--- src/rtl/ltpi_smbus_pkg.sv ---
// Shared types for the LTPI SMBus relay front end.
// Event codes queued for the frame packer and the bus state.
package ltpi_smbus_pkg;

  typedef enum logic [2:0] {
    EVT_NONE    = 3'd0,
    EVT_START   = 3'd1,
    EVT_STOP    = 3'd2,
    EVT_DATA0   = 3'd3,
    EVT_DATA1   = 3'd4,
    EVT_TIMEOUT = 3'd5
  } smbus_evt_t;

  typedef enum logic {
    IDLE = 1'b0,
    BUSY = 1'b1
  } bus_state_t;

  function automatic smbus_evt_t data_evt(input logic b);
    return b ? EVT_DATA1 : EVT_DATA0;
  endfunction

endpackage

--- src/rtl/ltpi_smbus_glitch_filter.sv ---
// Two-flop synchroniser plus stability filter for one SMBus pin.
// The output follows the pin once it has held FILTER_LEN cycles.
module ltpi_smbus_glitch_filter #(
  parameter int FILTER_LEN = 3
) (
  input  logic clk,
  input  logic reset_n,
  input  logic pin,
  output logic filt
);

  localparam int CW = $clog2(FILTER_LEN + 1);
  localparam logic [CW-1:0] CMAX = CW'(FILTER_LEN);

  logic s1;
  logic s2;
  logic s_prev;
  logic [CW-1:0] cnt;
  logic [CW-1:0] cnt_nxt;

  // cnt = consecutive cycles the synchronised value has been held
  always_comb begin
    cnt_nxt = cnt;
    if (s2 != s_prev) begin
      cnt_nxt = CW'(1);
    end else if (cnt < CMAX) begin
      cnt_nxt = cnt + 1'b1;
    end
  end

  always_ff @(posedge clk or negedge reset_n) begin
    if (!reset_n) begin
      s1     <= 1'b1;
      s2     <= 1'b1;
      s_prev <= 1'b1;
      filt   <= 1'b1;
      cnt    <= CMAX;
    end else begin
      s1     <= pin;
      s2     <= s1;
      s_prev <= s2;
      cnt    <= cnt_nxt;
      if (cnt_nxt == CMAX) begin
        filt <= s2;
      end
    end
  end

endmodule

--- src/rtl/ltpi_smbus_event_detector.sv ---
// SMBus event decoder: filters SCL/SDA, decodes START/STOP/data/timeout
// and queues the events for the LTPI frame packer.
module ltpi_smbus_event_detector
  import ltpi_smbus_pkg::*;
#(
  parameter int FILTER_LEN  = 3,
  parameter int FIFO_DEPTH  = 8,
  parameter int TIMEOUT_CYC = 25000
) (
  input  logic       clk,
  input  logic       reset_n,
  input  logic       enable,
  input  logic       scl_i,
  input  logic       sda_i,
  output logic       evt_valid,
  output smbus_evt_t evt_code,
  input  logic       evt_ready,
  output logic       bus_busy,
  output logic       timeout_pulse,
  output logic       overflow,
  input  logic       overflow_clr
);

  localparam int AW = $clog2(FIFO_DEPTH);
  localparam int TW = $clog2(TIMEOUT_CYC + 1);
  localparam logic [TW-1:0] TLAST = TW'(TIMEOUT_CYC - 1);
  localparam logic [AW:0] FULL_CNT = (AW + 1)'(FIFO_DEPTH);

  logic scl_f;
  logic sda_f;
  logic scl_d;
  logic sda_d;

  ltpi_smbus_glitch_filter #(.FILTER_LEN(FILTER_LEN)) u_scl (
    .clk     (clk),
    .reset_n (reset_n),
    .pin     (scl_i),
    .filt    (scl_f)
  );

  ltpi_smbus_glitch_filter #(.FILTER_LEN(FILTER_LEN)) u_sda (
    .clk     (clk),
    .reset_n (reset_n),
    .pin     (sda_i),
    .filt    (sda_f)
  );

  always_ff @(posedge clk or negedge reset_n) begin
    if (!reset_n) begin
      scl_d <= 1'b1;
      sda_d <= 1'b1;
    end else begin
      scl_d <= scl_f;
      sda_d <= sda_f;
    end
  end

  logic scl_rise;
  logic scl_fall;
  logic scl_hi;
  logic start;
  logic stop;

  assign scl_rise = scl_f & ~scl_d;
  assign scl_fall = ~scl_f & scl_d;
  // An SCL edge in the same cycle makes scl_hi false, masking SDA.
  assign scl_hi   = scl_f & scl_d;
  assign start    = ~sda_f & sda_d & scl_hi;
  assign stop     = sda_f & ~sda_d & scl_hi;

  bus_state_t state;
  bus_state_t state_nxt;
  logic       bit_valid;
  logic       bit_val;
  logic [TW-1:0] tcnt;
  logic       push;
  smbus_evt_t push_code;
  logic       tmo;

  always_comb begin
    state_nxt = state;
    push      = 1'b0;
    push_code = EVT_NONE;
    tmo       = 1'b0;
    if (!enable) begin
      state_nxt = IDLE;
    end else if (start) begin
      push      = 1'b1;
      push_code = EVT_START;
      state_nxt = BUSY;
    end else if (state == BUSY) begin
      if (stop) begin
        push      = 1'b1;
        push_code = EVT_STOP;
        state_nxt = IDLE;
      end else if (scl_fall && bit_valid) begin
        push      = 1'b1;
        push_code = data_evt(bit_val);
      end else if (!scl_f && tcnt == TLAST) begin
        push      = 1'b1;
        push_code = EVT_TIMEOUT;
        tmo       = 1'b1;
        state_nxt = IDLE;
      end
    end
  end

  always_ff @(posedge clk or negedge reset_n) begin
    if (!reset_n) begin
      state         <= IDLE;
      bit_valid     <= 1'b0;
      bit_val       <= 1'b0;
      tcnt          <= '0;
      timeout_pulse <= 1'b0;
    end else begin
      state         <= state_nxt;
      timeout_pulse <= tmo;
      if (state != BUSY || state_nxt != BUSY || scl_f) begin
        tcnt <= '0;
      end else begin
        tcnt <= tcnt + 1'b1;
      end
      if (state_nxt != BUSY || start || stop) begin
        bit_valid <= 1'b0;
      end else if (state == BUSY && scl_rise) begin
        bit_valid <= 1'b1;
        bit_val   <= sda_f;
      end else if (scl_fall) begin
        bit_valid <= 1'b0;
      end
    end
  end

  assign bus_busy = (state == BUSY);

  smbus_evt_t mem [FIFO_DEPTH];
  logic [AW-1:0] wptr;
  logic [AW-1:0] rptr;
  logic [AW:0]   count;
  logic          pop;
  logic          full;
  logic          push_ok;
  logic          drop;

  assign evt_valid = (count != '0);
  assign evt_code  = evt_valid ? mem[rptr] : EVT_NONE;
  assign pop       = evt_valid & evt_ready;
  assign full      = (count == FULL_CNT);
  assign push_ok   = push & (~full | pop);
  assign drop      = push & full & ~pop;

  always_ff @(posedge clk) begin
    if (push_ok) begin
      mem[wptr] <= push_code;
    end
  end

  always_ff @(posedge clk or negedge reset_n) begin
    if (!reset_n) begin
      wptr     <= '0;
      rptr     <= '0;
      count    <= '0;
      overflow <= 1'b0;
    end else begin
      if (push_ok) begin
        wptr <= wptr + 1'b1;
      end
      if (pop) begin
        rptr <= rptr + 1'b1;
      end
      case ({push_ok, pop})
        2'b10:   count <= count + 1'b1;
        2'b01:   count <= count - 1'b1;
        default: count <= count;
      endcase
      if (drop) begin
        overflow <= 1'b1;
      end else if (overflow_clr) begin
        overflow <= 1'b0;
      end
    end
  end

endmodule

--- config.mk ---
export PLATFORM = sky130hd
export DESIGN_NAME = ltpi_smbus_event_detector
export DESIGN_NICKNAME = d
export VERILOG_FILES = /design/src/rtl/ltpi_smbus_pkg.sv /design/src/rtl/ltpi_smbus_glitch_filter.sv /design/src/rtl/ltpi_smbus_event_detector.sv
export SDC_FILE = /design/constraint.sdc
export NUM_CORES = 1
export LEC_CHECK = 0
export ABC_CLOCK_PERIOD_IN_PS = 3200
export BUFFER_PORTS_ARGS = -buffer_cell sky130_fd_sc_hd__buf_2
export CORE_MARGIN = 1.5
export CORE_UTILIZATION = 60
export CTS_CLUSTER_SIZE = 30
export DETAILED_ROUTE_END_ITERATION = 8
export GPL_TIMING_DRIVEN = 0
export PLACE_DENSITY_LB_ADDON = 0.2
export SYNTH_ARGS = -nofsm -noshare
export SYNTH_HDL_FRONTEND = slang
export SYNTH_SLANG_ARGS = --single-unit
--- constraint.sdc ---
create_clock -name clk -period 3.2 [get_ports clk]
set_input_delay 0.16 -clock clk [delete_from_list [all_inputs] [get_ports clk]]
set_output_delay 0.16 -clock clk [all_outputs]
set_load 0.02 [all_outputs]
# Word-level counts from Yosys, hierarchy flattened
# Memories as Yosys holds them, arrays and structs flattened.
# Index checks and enable logic that the tools add are counted.
# Widths: inputs -> output; s select.
# totals
reg_bits	44
ramBits	24
out_inout_bits	7
word_cells	111
mem_count	1
# memory_table
memory	words	width	rd	rd_ports_with_merged_regs	wr	line	source
mem	8	3	1	0	1	ltpi_smbus_event_detector.sv:136	smbus_evt_t mem [FIFO_DEPTH];
# classes
add_sub_neg	7
order_cmp	2
eq_ne	8
muxes	38
n_bitwise	21
reduce_logical	13
# ops
cell	count
$mux 1	24
$mux 3	8
$add 15x1->15 const B	1
$eq 15x15->1 const B	1
$mux 15	1
$and 1x1->1	11
$not 1->1	9
$mux 2	4
$pmux 4 s2	1
$add 3x1->3 const B	2
$eq 2x2->1 const B	3
$add 2x1->2 const B	2
$add 4x1->4 const B	1
$eq 4x4->1 const B	1
$logic_or 1x1->1	4
$lt 2x2->1 const B	2
$reduce_bool 2->1	2
$reduce_bool 4->1	1
$sub 4x1->4 const B	1
$logic_and 1x1->1	3
$reduce_bool 3->1	1
$eq 2x1->1 const B	1
$ne 1x1->1	2
$reduce_and 2->1	1
2 further kinds	2

# Logic depth before layout (Yosys ltp)
# logic_depth
depth_word	13
ltp_mapped	13

# Hierarchy
# Synthesis repeated with hierarchy kept, for this count alone.
# unflattened
cells_unflattened	240
area_unflattened_um2	3193.1
# by_module_without_submodules
module	instances	cells_each	area_per_inst_um2	seq_area_each_um2
ltpi_smbus_event_detector	1	216	2785.2	1524.0
ltpi_smbus_glitch_filter	2	12	203.9	157.7

# Worst setup path before layout
# OpenSTA, ideal clock, no wires.
# synth_timing
path_kind	reg2reg
from	reg tcnt[0]
to	reg count[3]
setup_ns	0.079
arrival_time_ns	2.517
required_time_ns	3.121
slack_ns	0.604
path_stages_with_launch	11
path_buffers	1
period_less_slack_ns	2.596
cell_sequence	dfrtp_1 ha_1 and4_2 nand4_1 a21oi_1 buf_2 inv_1 ha_1 or4bb_1 a211oi_1 xor2_1
# synth_via
elab_chain_cells	11
elab_cells_between_ends	13
# synth_rtl
item	line	source
from (decl)	ltpi_smbus_event_detector.sv:75	logic [TW-1:0] tcnt;
from (signal assigned)	ltpi_smbus_event_detector.sv:121	tcnt <= tcnt + 1'b1;
$eq 15x15->1 (*)	ltpi_smbus_event_detector.sv:99	end else if (!scl_f && tcnt == TLAST) begin
$logic_and 1x1->1 (*)	ltpi_smbus_event_detector.sv:99	
$mux 1 (*)	ltpi_smbus_event_detector.sv:99	
$mux 1 (*)	ltpi_smbus_event_detector.sv:96	end else if (scl_fall && bit_valid) begin
$mux 1 (*)	ltpi_smbus_event_detector.sv:92	if (stop) begin
$mux 1 (*)	ltpi_smbus_event_detector.sv:91	end else if (state == BUSY) begin
$mux 1 (*)	ltpi_smbus_event_detector.sv:87	end else if (start) begin
$mux 1 (*)	ltpi_smbus_event_detector.sv:85	if (!enable) begin
$and 1x1->1 (*)	ltpi_smbus_event_detector.sv:149	assign push_ok = push & (~full | pop);
$eq 2x1->1 / $eq 2x2->1 (equally long branches)	ltpi_smbus_event_detector.sv:171	case ({push_ok, pop})
$pmux 4 s2 / $reduce_bool 2->1 (equally long branches)	-	
to (signal assigned)	ltpi_smbus_event_detector.sv:172	2'b10: count <= count + 1'b1;
to (signal assigned)	ltpi_smbus_event_detector.sv:173	2'b01: count <= count - 1'b1;
to (signal assigned)	ltpi_smbus_event_detector.sv:174	default: count <= count;
to (decl)	ltpi_smbus_event_detector.sv:139	logic [AW:0] count;
# Mark *: on every way between the ends. The rest lies on a longest branch, timed or not.
# A chain may end at the register's enable or synchronous reset.

# Final worst setup path
# Ends and elaborated chain as after synthesis.

==> results.txt <==
----------------------------------------------------
[Placed design]
  DP Wirelength ... around 3700 um
  Placed insts ... 319
  Count of buffers from port buffering ... 13
  Placed Area ... 3250 um^2
  GPL Wtd Cong ... 0.830

[Critical path]
  Worst EP required ... ~3.5 ns
  Internal reg-to-reg setup slack ... approximately 0.21 ns
  Reg-to-reg endpoint ... count[3]
  Data arrival time of the critical path ... 3.26 ns
  Category of the worst setup path capture point ... flip-flop
  Maximum fanout along the worst path ... 10
  Most used cell along the critical path ... sky130_fd_sc_hd__ha_1
  Largest delay contributor family on the critical path ... simple AND/OR/NAND/NOR gates
  Cell with the largest stage delay on the worst path ... sky130_fd_sc_hd__or4bb_1
  Startpoint type of the worst setup path ... flip-flop
  CP Cell Sequence ... ha_1, and4_2, nand4_1, a21oi_2, buf_2, inv_1, ha_1, or4bb_1, a211oi_1, xor2_1
  Number of cells traversed by the worst register-to-register path ... 10
  CP Depth ... 10
  Class of the most critical setup path ... reg -> reg
  Longest individual stage delay on the worst path ... 0.50 ns
  Count of buffering cells on the critical path with inverters included ... 2
  Launch point of the worst reg-to-reg path ... tcnt[0]

[Logic synthesis]
  Biggest area consumer among synthesized cells ... sky130_fd_sc_hd__dfrtp_1
  Number of warnings issued by yosys ... 0
  EDFF count, synth ... 24
  Main area contributors after synthesis ... sky130_fd_sc_hd__dfrtp_1 (24%), sky130_fd_sc_hd__edfxtp_1 (23%), sky130_fd_sc_hd__dfstp_2 (12%), sky130_fd_sc_hd__mux4_2 (4.4%), sky130_fd_sc_hd__xnor2_1 (4.0%)
  Ys flop type ... sky130_fd_sc_hd__dfrtp_1
  Number of different library cells in the post-synthesis netlist ... 53
  Sequential area share after synthesis ... 59.3%
  Async set-or-reset flop fraction in the synthesized netlist ... about two thirds
  Post-synthesis instance total ... 239
  Synthesized area per cell ... between 10 and 15 um^2
  Total of flip-flops plus latches after synthesis ... 68
  Fraction of post-synthesis cell area in the top cell type by area ... 24.2%
  Cell area after synthesis ... about 3100 um^2
  Most instantiated library cell after synthesis ... sky130_fd_sc_hd__dfrtp_1
  Synthesized netlist net count ... ~250
  Commonest cells in the synthesized netlist ... sky130_fd_sc_hd__dfrtp_1 (30), sky130_fd_sc_hd__nor2_1 (28), sky130_fd_sc_hd__edfxtp_1 (24)

[Timing]
  Final Slew Violations ... 0
  Final hold viol count ... 0
  Relative max-transition margin ... 36.1%
  Fin crit share ... 93.5%
  Setup TNS Final ... 0 ns
  Number of setup violations in the final report ... 0
  Pin slew with the least headroom to its limit ... 0.958 ns
  Achievable Freq ... around 330 MHz
  Clock period minus worst slack ... approximately 3.0 ns
  Setup repair after global routing missed its margin ... false
  Skew final ... 0.00971 ns

[Power and ir drop]
  Cell internal power dissipation ... 0.00156 W
  Combinational share of power ... 18.9%
  Relative contribution of the clock network to total power ... 32.5%
  Total power per unit cell area ... 619 nW/um^2
  Maximum resistive drop on vdd ... 416 uV
  Pleak ... 1.37 nW
  Switching fraction of total power ... 27.9%
  Power share of the sequential group ... about 50%
  Switching power of the nets ... around 0.00061 W

[Finish]
  # fillers ... 354
  Combined area of the multi-input logic cells ... 1220 um^2
  Post-route non-filler standard cell count ... 339
  Proportion of layout cells with a drive suffix above 1 ... 23.9%
  Combined flip-flop and latch cell area ... around 1800 um^2
  Antenna cells ... 0
  Relative area change from synthesis to final layout ... 12.9%
  Nets@finish ... 280
  Post-route cell area ... 3500 um^2
  Final standard cell utilization of the core ... 72.2%

[Die]
  Placement Rows ... 25
  Y dimension of the die ... approximately 75 um
  Placeable core region ... 4850 um^2
  Initial Util ... a little under two thirds
  Width of the chip ... around 75 um
  Total Die Area ... 5610 um^2
  Count of pins on the block boundary ... 14

[Global routing]
  Vias in the first global route ... 1882
  Pin count of the biggest net entering global routing ... 45
  Global-route total usage across every layer ... 22.9%
  Wire length of the first global-routing pass ... 9120 um
  Initial antenna violation count ... 0
  Total congestion overflow ... 0

[Routing]
  Metal3 WL ... 221 um
  Highest routed metal layer ... met4
  Detailed Route Iter0 Violations ... ~100
  First-pass detailed-route iteration total ... 4
  Via density per instance ... 5.67
  Total wire length after detailed routing ... 5390 um
  DRC violations left ... 0
  Via Count ... 1921
  M1 WL ... ~2500 um
  Routed wirelength normalized by instance count ... 15.9 um
  Routed length on met2 ... 2640 um
  Final ANT Viol Nets ... 0

[Job]
  Max Cap Viol ... 0

[Clocking]
  CTS Root Cell ... sky130_fd_sc_hd__clkbuf_8
  Insertion delay of the later-clocked pin in the worst-skew pair ... 0.35 ns
  Number of buffers added by the clock tree synthesis step ... 9
  H-tree depth ... 3
  Post-CTS clock slew at the launch and capture registers of the worst setup and hold paths ... 0.07 ns
  Total number of clock tree sinks ... ~70
  CTS Buffer Depth ... 2
  Clock tree from TritonCTS ... done

[Hold path]
  Startpoint of the lowest-slack hold path ... enable
  Hold Path Stages ... 2
  Worst hold path endpoint ... bus_busy
  Worst hold-check path type ... in -> reg

[Outcome]
  Result of the run ... complete, no violations

----------------------------------------------------
what timing repair did:
action,CTS,global route
buffers inserted,0,0
gates resized for setup,0,2
endpoints found under the setup margin,0,1
endpoints found under the hold margin,33,0
hold buffers,4,0
area by class of cell:
class / count / share of cell area, %
timing repair buffer: 17 / 3.00
clock inverter: 6 / 1.79
sequential: 68 / 52.6
inverter: 5 / 0.536
buffer: 7 / 0.822
multi-input combinational: 159 / 35.0
clock buffer: 10 / 3.93
tap: 67 / 2.40
how the worst max path moves through the flow:
stage,to,startpoint,slack (ns)
3_3_place_gp,count[3],tcnt[10],0.19
5_1_grt,count[3],tcnt[0],0.02
6_report,count[3],tcnt[0],0.21
2_1_floorplan,count[3],tcnt[0],0.60
3_5_place_dp,count[3],tcnt[10],0.17
4_1_cts,count[3],tcnt[10],0.14
cell usage in the layout, fill, tap and decap left out, types with 2 or more instances in the layout:
| cell type | netlist | routed |
|---|---|---|
| sky130_fd_sc_hd__and4b_1 | 4 | 4 |
| sky130_fd_sc_hd__inv_1 | 5 | 5 |
| sky130_fd_sc_hd__and4bb_2 | 2 | 2 |
| sky130_fd_sc_hd__nor4_1 | 4 | 4 |
| sky130_fd_sc_hd__o21a_1 | 2 | 2 |
| sky130_fd_sc_hd__nand4_1 | 5 | 5 |
| sky130_fd_sc_hd__nand2b_1 | 4 | 4 |
| sky130_fd_sc_hd__edfxtp_1 | 24 | 24 |
| sky130_fd_sc_hd__nand2_1 | 10 | 10 |
| sky130_fd_sc_hd__dlygate4sd3_1 | 0 | 4 |
| sky130_fd_sc_hd__xor2_1 | 10 | 10 |
| sky130_fd_sc_hd__or3_4 | 2 | 2 |
| sky130_fd_sc_hd__mux2_2 | 4 | 4 |
| sky130_fd_sc_hd__nor3_1 | 3 | 3 |
| sky130_fd_sc_hd__and3_1 | 2 | 2 |
| sky130_fd_sc_hd__nor2_1 | 28 | 28 |
| sky130_fd_sc_hd__xnor2_1 | 14 | 14 |
| sky130_fd_sc_hd__o21ai_0 | 4 | 4 |
| sky130_fd_sc_hd__ha_1 | 6 | 6 |
| sky130_fd_sc_hd__dfrtp_1 | 30 | 30 |
| sky130_fd_sc_hd__mux2i_1 | 3 | 3 |
| sky130_fd_sc_hd__nand3_1 | 4 | 4 |
| sky130_fd_sc_hd__a21oi_1 | 9 | 8 |
| sky130_fd_sc_hd__dfstp_2 | 14 | 14 |
| sky130_fd_sc_hd__clkinvlp_4 | 0 | 2 |
| sky130_fd_sc_hd__a211oi_1 | 4 | 4 |
| sky130_fd_sc_hd__nand4b_1 | 2 | 2 |
| sky130_fd_sc_hd__clkbuf_8 | 0 | 10 |
| sky130_fd_sc_hd__buf_2 | 2 | 15 |
| sky130_fd_sc_hd__clkbuf_1 | 4 | 4 |
| sky130_fd_sc_hd__a21o_1 | 3 | 3 |
| sky130_fd_sc_hd__mux4_2 | 6 | 6 |
metal layers:
layer / global-route usage (%) / vias to the layer above
met2: 33.9 / 36
met1: 31.3 / 950
met3: 8.03 / 8
li1: - / 927
met4: 9.09 / 0
met5: 0 / -
flip-flops by register name (all words and copies together) (netlist names):
register       count
u_sda.filt         1
tcnt              15
bus_busy           1
count              4
bit_val            1
u_sda.s2           1
u_scl.s_prev       1
u_scl.s2           1
overflow           1
u_scl.cnt          2
rptr               3
sda_d              1
mem               24
timeout_pulse      1
u_sda.s_prev       1
bit_valid          1
scl_d              1
wptr               3
u_scl.filt         1
u_scl.s1           1
u_sda.cnt          2
u_sda.s1           1
per-stage QoR:
step	hold WS (ns)	setup WS, ns	total power (W)
4_1_cts	0.0825	0.138	0.00219
3_3_place_gp	0.266	0.193	0.00147
6_report	0.103	0.208	0.00217
5_1_grt	0.105	0.0181	0.00228
2_1_floorplan	-0.136	0.604	0.00138
3_5_place_dp	0.266	0.168	0.00148
worst register-to-register path, delay by kind of cell, from the launching register on:
family / cells / cell delay, ns
AO/OA/AOI/OAI: 2 / 0.56
XOR/XNOR: 1 / 0.17
adder cells (fa/ha/maj): 2 / 0.50
buffers and inverters: 2 / 0.32
flip-flops: 1 / 0.42
AND/OR/NAND/NOR: 3 / 0.94
power by group through the flow:
stage               Clock [W]  Combinational, W  Sequential [W]
floorplan                   0          0.000326         0.00105
global placement            0          0.000401         0.00107
finish               0.000703          0.000409         0.00105
CTS                  0.000724          0.000415         0.00106
global route         0.000754          0.000459         0.00107
detailed placement          0          0.000411         0.00107
logic make-up after synthesis:
| kind of cell | count (synthesis) | synth area share, % |
|---|---|---|
| mux | 13 | 6.78 |
| flops | 68 | 59.3 |
| simple gates | 87 | 17.0 |
| xor+xnor | 24 | 6.78 |
| fa+ha+maj | 6 | 2.42 |
| compound gates | 29 | 6.13 |
| buf+inv | 12 | 1.53 |
Note: power is estimated with default switching activity, not from simulation.
